File: config.mk
export PLATFORM = sky130hd
export DESIGN_NAME = branch_sequencer
export DESIGN_NICKNAME = d
export VERILOG_FILES = /design/src/rtl/branch_sequencer.sv
export SDC_FILE = /design/constraint.sdc
export NUM_CORES = 1
export LEC_CHECK = 0
export ABC_AREA = 1
export BUFFER_PORTS_ARGS = -buffer_cell sky130_fd_sc_hd__buf_2
export CORE_UTILIZATION = 45
export DETAILED_ROUTE_END_ITERATION = 8
export PLACE_DENSITY_LB_ADDON = 0.1
export SYNTH_ARGS = -nofsm -noshare
export SYNTH_HDL_FRONTEND = slang
export SYNTH_SLANG_ARGS = --single-unit
File: constraint.sdc
create_clock -name clk -period 4.45 [get_ports clk]
set_input_delay 0.445 -clock clk [delete_from_list [all_inputs] [get_ports clk]]
set_output_delay 0.445 -clock clk [all_outputs]
set_load 0.02 [all_outputs]
File: src/rtl/branch_sequencer.sv
// rtl/branch_sequencer.sv - multi-cycle conditional branch sequencer sharing an external ALU
module branch_sequencer #(
  parameter logic [2:0] ALU_ADD = 3'b001,
  parameter logic [2:0] ALU_SUB = 3'b010
) (
  input  logic        clk,
  input  logic        reset,
  input  logic        start,
  input  logic [1:0]  BranchOP,
  input  logic [15:0] offset,
  input  logic [31:0] rs_val,
  input  logic [31:0] rt_val,
  input  logic [31:0] pc_plus4,
  input  logic        flush,
  input  logic        alu_gnt,
  input  logic        GT,
  input  logic        LT,
  input  logic        ET,
  input  logic [31:0] ALU_out,
  output logic        alu_req,
  output logic [31:0] alu_a,
  output logic [31:0] alu_b,
  output logic [2:0]  alu_op,
  output logic        pc_write,
  output logic [31:0] pc_next,
  output logic        taken,
  output logic        busy,
  output logic        done
);

  typedef enum logic [1:0] {
    S_IDLE   = 2'd0,
    S_CMP    = 2'd1,
    S_TGT    = 2'd2,
    S_COMMIT = 2'd3
  } state_t;

  state_t      state_q, state_d;
  logic [1:0]  op_q, op_d;
  logic [15:0] offset_q, offset_d;
  logic [31:0] rs_q, rs_d;
  logic [31:0] rt_q, rt_d;
  logic [31:0] pc4_q, pc4_d;
  logic [31:0] target_q, target_d;
  logic        taken_q, taken_d;
  logic        cond_met;

  // Branch condition evaluated from the ALU flags while the compare is on the ALU
  always_comb begin
    cond_met = 1'b0;
    case (op_q)
      2'b00:   cond_met = ET;
      2'b01:   cond_met = !ET;
      2'b10:   cond_met = GT;
      default: cond_met = LT | ET;
    endcase
  end

  // State and operand registers; reset clears everything immediately
  always_ff @(posedge clk or posedge reset) begin
    if (reset) begin
      state_q  <= S_IDLE;
      op_q     <= 2'b00;
      offset_q <= 16'd0;
      rs_q     <= 32'd0;
      rt_q     <= 32'd0;
      pc4_q    <= 32'd0;
      target_q <= 32'd0;
      taken_q  <= 1'b0;
    end else begin
      state_q  <= state_d;
      op_q     <= op_d;
      offset_q <= offset_d;
      rs_q     <= rs_d;
      rt_q     <= rt_d;
      pc4_q    <= pc4_d;
      target_q <= target_d;
      taken_q  <= taken_d;
    end
  end

  // Next-state and register update; flush during CMP/TGT drops the branch entirely
  always_comb begin
    state_d  = state_q;
    op_d     = op_q;
    offset_d = offset_q;
    rs_d     = rs_q;
    rt_d     = rt_q;
    pc4_d    = pc4_q;
    target_d = target_q;
    taken_d  = taken_q;
    case (state_q)
      S_IDLE: begin
        if (start && !flush) begin
          op_d     = BranchOP;
          offset_d = offset;
          rs_d     = rs_val;
          rt_d     = rt_val;
          pc4_d    = pc_plus4;
          target_d = 32'd0;
          taken_d  = 1'b0;
          state_d  = S_CMP;
        end
      end
      S_CMP, S_TGT: begin
        if (flush) begin
          op_d     = 2'b00;
          offset_d = 16'd0;
          rs_d     = 32'd0;
          rt_d     = 32'd0;
          pc4_d    = 32'd0;
          target_d = 32'd0;
          taken_d  = 1'b0;
          state_d  = S_IDLE;
        end else if (alu_gnt) begin
          if (state_q == S_CMP) begin
            taken_d = cond_met;
            state_d = S_TGT;
          end else begin
            target_d = ALU_out;
            state_d  = S_COMMIT;
          end
        end
      end
      default: begin
        state_d = S_IDLE;
      end
    endcase
  end

  // Outputs decoded from the current state only
  always_comb begin
    alu_req  = 1'b0;
    alu_a    = 32'd0;
    alu_b    = 32'd0;
    alu_op   = 3'b000;
    pc_write = 1'b0;
    done     = 1'b0;
    taken    = 1'b0;
    pc_next  = pc4_q;
    busy     = (state_q != S_IDLE);
    case (state_q)
      S_CMP: begin
        alu_req = 1'b1;
        alu_a   = rs_q;
        alu_b   = rt_q;
        alu_op  = ALU_SUB;
      end
      S_TGT: begin
        alu_req = 1'b1;
        alu_a   = pc4_q;
        alu_b   = {{14{offset_q[15]}}, offset_q, 2'b00};
        alu_op  = ALU_ADD;
      end
      S_COMMIT: begin
        pc_write = 1'b1;
        done     = 1'b1;
        taken    = taken_q;
        pc_next  = taken_q ? target_q : pc4_q;
      end
      default: begin
      end
    endcase
  end

endmodule

# == Word-level counts from Yosys, hierarchy flattened ==
# Cells that the tools add are included.
# op_classes
n_addsub,0
mul,0
n_div,0
magnitude_cmp,0
n_eq_ne,10
shifts,0
muxes,37
n_bitwise,1
reduce_logical,12
# ops
op,count
$pmux 32 s2,6
$mux 32,10
$mux 16,2
$pmux 16 s2,1
$pmux 2 s2,3
$mux 2,5
$mux 1,8
$reduce_and 4->1,2
$eq 2x2->1 const B,3
$ne 3x1->1 const B,2
$eq 2x1->1 const B,2
$logic_not 2->1,2
$reduce_bool 2->1,2
$ne 3x3->1 const B,1
$pmux 1 s3,1
$reduce_and 3->1,1
$logic_not 1->1,2
$ne 2x1->1 const B,1
$ne 2x2->1 const B,1
$pmux 1 s2,1
$reduce_and 2->1,1
$reduce_or 2->1,1
$logic_and 1x1->1,1
$or 1x1->1,1
# totals
ff_bits,149
latchBits,0
ram_bits,0
rom_bits,0
input_bits,154
out_inout_bits,104
elab_cells,68
n_memories,0

# == Depth between registers and ports, before layout ==
# Gate-level depths: netlist (run 1).
# depth
depth_word,6
ltp_mapped,11
ltp_nobuf,9

# == Worst setup path before layout (run 1) ==
# No wires, ideal clock.
# synth_path
kind,register to output
startpoint,register state_q[0]
endpoint,output alu_a[0]
arrival_ns,1.839
required_time_ns,4.005
setup_slack_ns,2.166
path_stages_with_launch,8
path_buffers,3
cell_sequence,dfrtp_1 inv_1 ha_1 buf_6 inv_4 buf_2 buf_1 a21oi_1
# synth_via
elab_chain_cells,2
elab_cells_between_ends,3
classes_between,2 x eq/ne; 1 x mux
# synth_lines
item,line,text
start: declaration,38,"state_t state_q, state_d;"
start signal: assignment,71,state_q <= state_d;
$eq 2x2->1 / $eq 2x1->1 (equally long branches),142,case (state_q)
$pmux 32 s2 (*),142,
end: declaration,21,"output logic [31:0] alu_a,"
# Every way passes the cells marked *; elsewhere a longest branch is shown, timed or not.

# == Worst setup path after layout (run 1) ==
# layout_path
startpoint,register state_q[0]
endpoint,output alu_a[16]
# The elaborated chain is that of the path after synthesis.

==> results_dict.tcl, run 1 <==
set metrics [dict create \
    setup_viol 0 \
    drt_wl_total_um 21100 \
    ys_ff_latch 149 \
    routabilityCongestion 0.878 \
    cts_root_buf "clkbuf_16" \
    comb_power_share 0.502 \
    post_cts_resized 0 \
    clock_skew_ns 0.00850 \
    num_rows 47 \
    critPathMaxFanout 95 \
    antenna_found_initial 4 \
    cts.path.max_buffers 2 \
    grt_max_degree 150 \
    tns_ns 0 \
    internal_power_uw 3980 \
    first_iter_violations 530 \
    top_layer_used "met5" \
    status "completed" \
    die_x_um 134 \
    nNetsFinal 1359 \
    rsz0062_at_grt "no" \
    cts_tree "yes" \
    drv_cap 0 \
    via_per_inst 4.95 \
    pwr-share-clk 0.196 \
    p_sw_uw 3530 \
    drc 0 \
    post-route-util 0.574 \
    min_period_ns 3.68 \
    num_vias 7099 \
    seq_area_um2 3730 \
    reg2regPathDepth 9 \
    p_leak_uw 0.00493 \
    ant_nets 0 \
    p_seq_frac 0.303 \
    cp.required_ns 4.01 \
    ys_seq_area_frac 0.477 \
    synthArstFlopShare 1.00 \
    syn2layout_area_growth_pct 23.0 \
    design.die.area_um2 17900 \
    slew_viol_final 0 \
    synthesis.nets 1149 \
    wl_per_cell_um 14.7 \
    numPortBuffers 256 \
    wl_met1_um 9480 \
    cts_inserted_buffers 17 \
    htree_levels 4 \
    fillers 1639 \
    met3_length_um 1160 \
    syn_area_per_cell_um2 7.90 \
    start_util 0.466 \
    grt_pass1_wl_um 33900 \
    worst_pin_slew_ns 1.01 \
    cts_hold_buf 0 \
    p_per_area_nw_per_um2 782 \
    multi_input_area_um2 3540 \
    finalHoldViolCount 0 \
    track_usage 0.242 \
    clk-insertion-delay-late_ns 0.42 \
    swShare 0.470 \
    io_pins 258 \
    hp-class "in2async" \
    final_layout_size_suffix_gt1_frac 0.329 \
    core_um2 16800 \
    die_h_um 134 \
    place_hpwl_um 14300 \
    arrival_ns 3.24 \
    yosysWarnings 0 \
    netlist_instances 989 \
    fin_crit_sh 0.827 \
    grt-ovfl-total 0 \
    timing.fmax_mhz 272 \
    peakVddDrop_mv 1.09 \
    synthFlopType "dfrtp_1" \
    dr.pass1.iters 5 \
    cp-end-kind "output port" \
    grt_pass1_vias 6659 \
    cts_setup_buffers 0 \
    synth_edf_count 0 \
    synth_cell_types 22 \
    clk_transition_reported_paths_ns 0.06 \
    slew_headroom 0.325 \
    startpoint_type "flip-flop" \
    clock_sinks 149 \
    synthesis.area_um2 7820 \
    wl_met2_um 10100 \
    r2r_slack_ns 1.05 \
    crit_type "reg2out" \
]
==> per-stage QoR <==
| step | area [um2] | std cells | total power [uW] | worst slack, ns | hold WS [ns] |
|---|---|---|---|---|---|
| 2_1_floorplan | 7820 | 989 | 5500 | 2.13 | 0.455 |
| 5_1_grt | 9610 | 1434 | 8110 | 0.556 | 0.263 |
| 6_report | 9610 | 1434 | 7510 | 0.769 | 0.225 |
| 3_3_place_gp | 9000 | 1400 | 6030 | 1.16 | 0.464 |
| 4_1_cts | 9610 | 1432 | 7580 | 0.768 | 0.254 |
| 3_5_place_dp | 9000 | 1400 | 6090 | 1.05 | 0.467 |
==> path summary, 6_finish.rpt <==
kind                           endpoint        from
hold / removal              target_q[3]       reset
max in group asynchronous     pc4_q[30]       reset
min in group clk           offset_q[14]  offset[14]
setup reg to reg               rs_q[13]  state_q[0]
hold reg to reg                rs_q[31]    rs_q[31]
setup / recovery              alu_a[16]  state_q[0]
==> cells in the mapped netlist, types with 2 or more instances <==
cell type / instances / share of area
nand2_1: 510 / 0.24
o21ai_1: 52 / 0.033
nor2_1: 5 / 0.0024
o21ai_0: 3 / 0.0019
ha_1: 6 / 0.0096
nand2_2: 2 / 0.0016
buf_4: 5 / 0.0048
a21oi_1: 64 / 0.041
dfrtp_1: 149 / 0.48
clkbuf_1: 16 / 0.0077
buf_1: 10 / 0.0048
buf_6: 24 / 0.035
nand3_1: 10 / 0.0064
inv_1: 13 / 0.0062
o21ai_2: 94 / 0.11
buf_2: 20 / 0.013
==> logic make-up (layout without fill, tap and decap cells) <==
kind of cell               count (synthesis)  count (layout)  share of synthesized area
AOI/OAI and AO/OA                        214             214                      0.183
adders and majority gates                  6               6                    0.00960
buffers and inverters                     90             313                     0.0722
DFF                                      149             149                      0.477
other                                      1               3                   0.000480
and+or+nand+nor                          529             529                      0.258
==> cell type report <==
class | count | area share
Timing Repair Buffer | 266 | 0.145
Clock buffer | 23 | 0.0497
Sequential cell | 149 | 0.388
Antenna cell | 2 | 0.000521
Clock inverter | 9 | 0.0130
Inverter | 15 | 0.00677
Multi-Input combinational cell | 750 | 0.368
Tap cell | 220 | 0.0286
==> critical path, cell delays in order, from the launching register on <==
cell,delay (ns)
dfrtp_1,0.44
inv_1,0.13
ha_1,0.47
inv_6,0.54
buf_4,0.79
a21oi_1,0.14
buf_2,0.22
==> power groups by stage <==
stage | sequential, uW | clock (uW) | combinational [uW]
finish | 2270 | 1470 | 3770
global placement | 2280 | 0 | 3750
detailed placement | 2290 | 0 | 3810
CTS | 2270 | 1500 | 3820
global route | 2340 | 1550 | 4210
floorplan | 2180 | 0 | 3310
==> cells in the final DEF (no fill, tap or decap), drive strengths merged <==
cell type  netlist  final
nand2          512    512
buf             59    266
dfrtp          149    149
o21ai          149    149
a21oi           65     65
clkbuf          16     23
inv             15     14
nand3           11     11
nor2             6      6
ha               6      6
clkinv           0      4
clkinvlp         0      3
bufinv           0      3
diode            0      2
conb             1      1
==> registers in the layout, summed over array words and instances, names as in the netlist <==
name	flops
op_q	2
rt_q	32
target_q	32
state_q	2
offset_q	16
taken_q	1
pc4_q	32
rs_q	32
==> layer usage <==
layer / track usage / up-vias
li1: - / 3568
met1: 0.328 / 3301
met2: 0.388 / 199
met3: 0.0525 / 29
met4: 0.0745 / 2
met5: 0 / -
No activity file was read; power rests on OpenSTA's default activity.
==> run 2: changes to the inputs <==
- clock period: 4.45 -> 2.96 ns (I/O delays scaled with it)
==> run 2 against run 1 <==
Effect of this change:
- combinational power is 58% higher
- global-route usage hardly changed
- clock-buffer cell count is 2 lower
- worst setup slack worse by 0.56 ns
- clock power is 48% higher
- final cell count is 0.56% higher
- worst hold slack worse by 0.10 ns
- sequential cell count stayed put
- critical path type unchanged
- critical path depth stayed put
==> results_dict.tcl, run 2 (synthesis results as in run 1) <==
set metrics [dict create \
    fin_crit_sh 0.931 \
    mostFrequentLayoutCell "nand2_1" \
    drc 0 \
    setup_viol 0 \
    numPortBuffers 256 \
    p_per_area_nw_per_um2 1180 \
    io_pins 258 \
    worst_pin_slew_ns 0.580 \
    reg2reg_to "rt_q[1]" \
    grt_max_degree 86 \
    wl_per_cell_um 14.7 \
    cts.path.max_buffers 2 \
    clk-insertion-delay-late_ns 0.42 \
    cp.required_ns 2.66 \
    hold_ws_ns 0.120 \
    startpoint_type "flip-flop" \
    cp-end-kind "output port" \
    grt-ovfl-total 0 \
    via_per_inst 4.87 \
    startpoint "state_q[0]" \
    p_leak_uw 0.00500 \
    reg2regPathDepth 9 \
    dr.pass1.iters 5 \
    routabilityCongestion 0.821 \
    num_vias 7021 \
    mostFrequentLayoutCells "nand2_1 (510), buf_2 (256), dfrtp_1 (149), o21ai_2 (94), a21oi_1 (64)" \
    hp-class "in2reg" \
    fillers 1642 \
    htree_levels 4 \
    grt_pass1_wl_um 33800 \
    min_period_ns 2.75 \
    antenna_cells 0 \
    ant_nets 0 \
    timing.fmax_mhz 363 \
    holdPathStages 3 \
    drv_cap 0 \
    cts_tree "yes" \
    slew_viol_final 0 \
    first_iter_violations 435 \
    die_x_um 134 \
    peakVddDrop_mv 1.04 \
    clk_transition_reported_paths_ns 0.06 \
    die_h_um 134 \
    num_rows 47 \
    slew_headroom 0.613 \
    critPathMaxFanout 84 \
    rsz0062_at_grt "no" \
    nNetsFinal 1369 \
    core_um2 16800 \
    syn2layout_area_growth_pct 25.0 \
    r2r-start "state_q[0]" \
    dp.cells 1409 \
    design.die.area_um2 17900 \
    clock_skew_ns 0.00922 \
    crit_type "reg2out" \
    drt_wl_total_um 21300 \
    final_cells 1442 \
    cts_root_buf "clkbuf_16" \
    status "completed" \
    track_usage 0.242 \
    endpoint "alu_b[27]" \
    place_hpwl_um 14900 \
    final_layout_size_suffix_gt1_frac 0.336 \
    r2r_slack_ns 0.51 \
    finalHoldViolCount 0 \
    arrival_ns 2.46 \
    cts_inserted_buffers 17 \
    clock_sinks 149 \
    tns_ns 0 \
    start_util 0.466 \
    grt_pass1_vias 6625 \
    antenna_found_initial 2 \
]
==> run 2: where the power goes <==
part	internal, uW	leakage, uW	switching (uW)
Combinational	1920	0.00276	4030
Sequential	2900	0.00195	515
Clock	1310	0.000282	864
==> run 2: cell type report <==
class,instances,area [um2],area share
well taps,220,275,0.0282
clock buffers,21,470,0.0482
flip-flops and latches,149,3730,0.382
repair buffers,276,1560,0.160
clock inverters,11,123,0.0126
inverters,15,65.1,0.00666
multi-input cells,750,3540,0.363
==> run 2: repair_timing <==
action / CTS / global route
resized for setup: 0 / 1
endpoints found under the setup margin: 0 / 33
hold buffers: 1 / 0
endpoints found under the hold margin: 11 / 0
setup buffers: 0 / 0
==> run 2: per-stage QoR <==
step                      setup WS (ns)  utilization  power [uW]  cell area, um2
final                             0.205        0.583       11500            9770
after CTS                       0.00101        0.583       11700            9760
after global routing             0.0237        0.583       12400            9770
after global placement            0.580        0.547        9330            9160
after floorplan                   0.789            -        8260            7820
after detailed placement          0.462        0.547        9450            9160
==> run 2: routing by layer <==
metal  GRT usage  vias up  part of all wire
li1            -     3583                 -
met2       0.403      211              0.49
met4      0.0802        2             0.017
met5           0        -           0.00061
met1       0.309     3197              0.43
met3      0.0593       28             0.064
==> run 2: worst min path at each step <==
| stage | start | endpoint | slack (ns) |
|---|---|---|---|
| 3_3_place_gp | reset | target_q[4] | 0.30 |
| 6_report | offset[10] | offset_q[10] | 0.12 |
| 4_1_cts | offset[10] | offset_q[10] | 0.10 |
| 2_1_floorplan | pc_plus4[6] | pc4_q[6] | 0.44 |
| 5_1_grt | ALU_out[24] | target_q[24] | 0.11 |
| 3_5_place_dp | reset | target_q[4] | 0.29 |
==> run 2: worst max-delay path, stage by stage, from the launching register on <==
cell     delay, ns
dfrtp_1       0.43
inv_1         0.13
ha_1          0.47
inv_6         0.19
buf_6         0.46
a21oi_1       0.09
buf_2         0.19
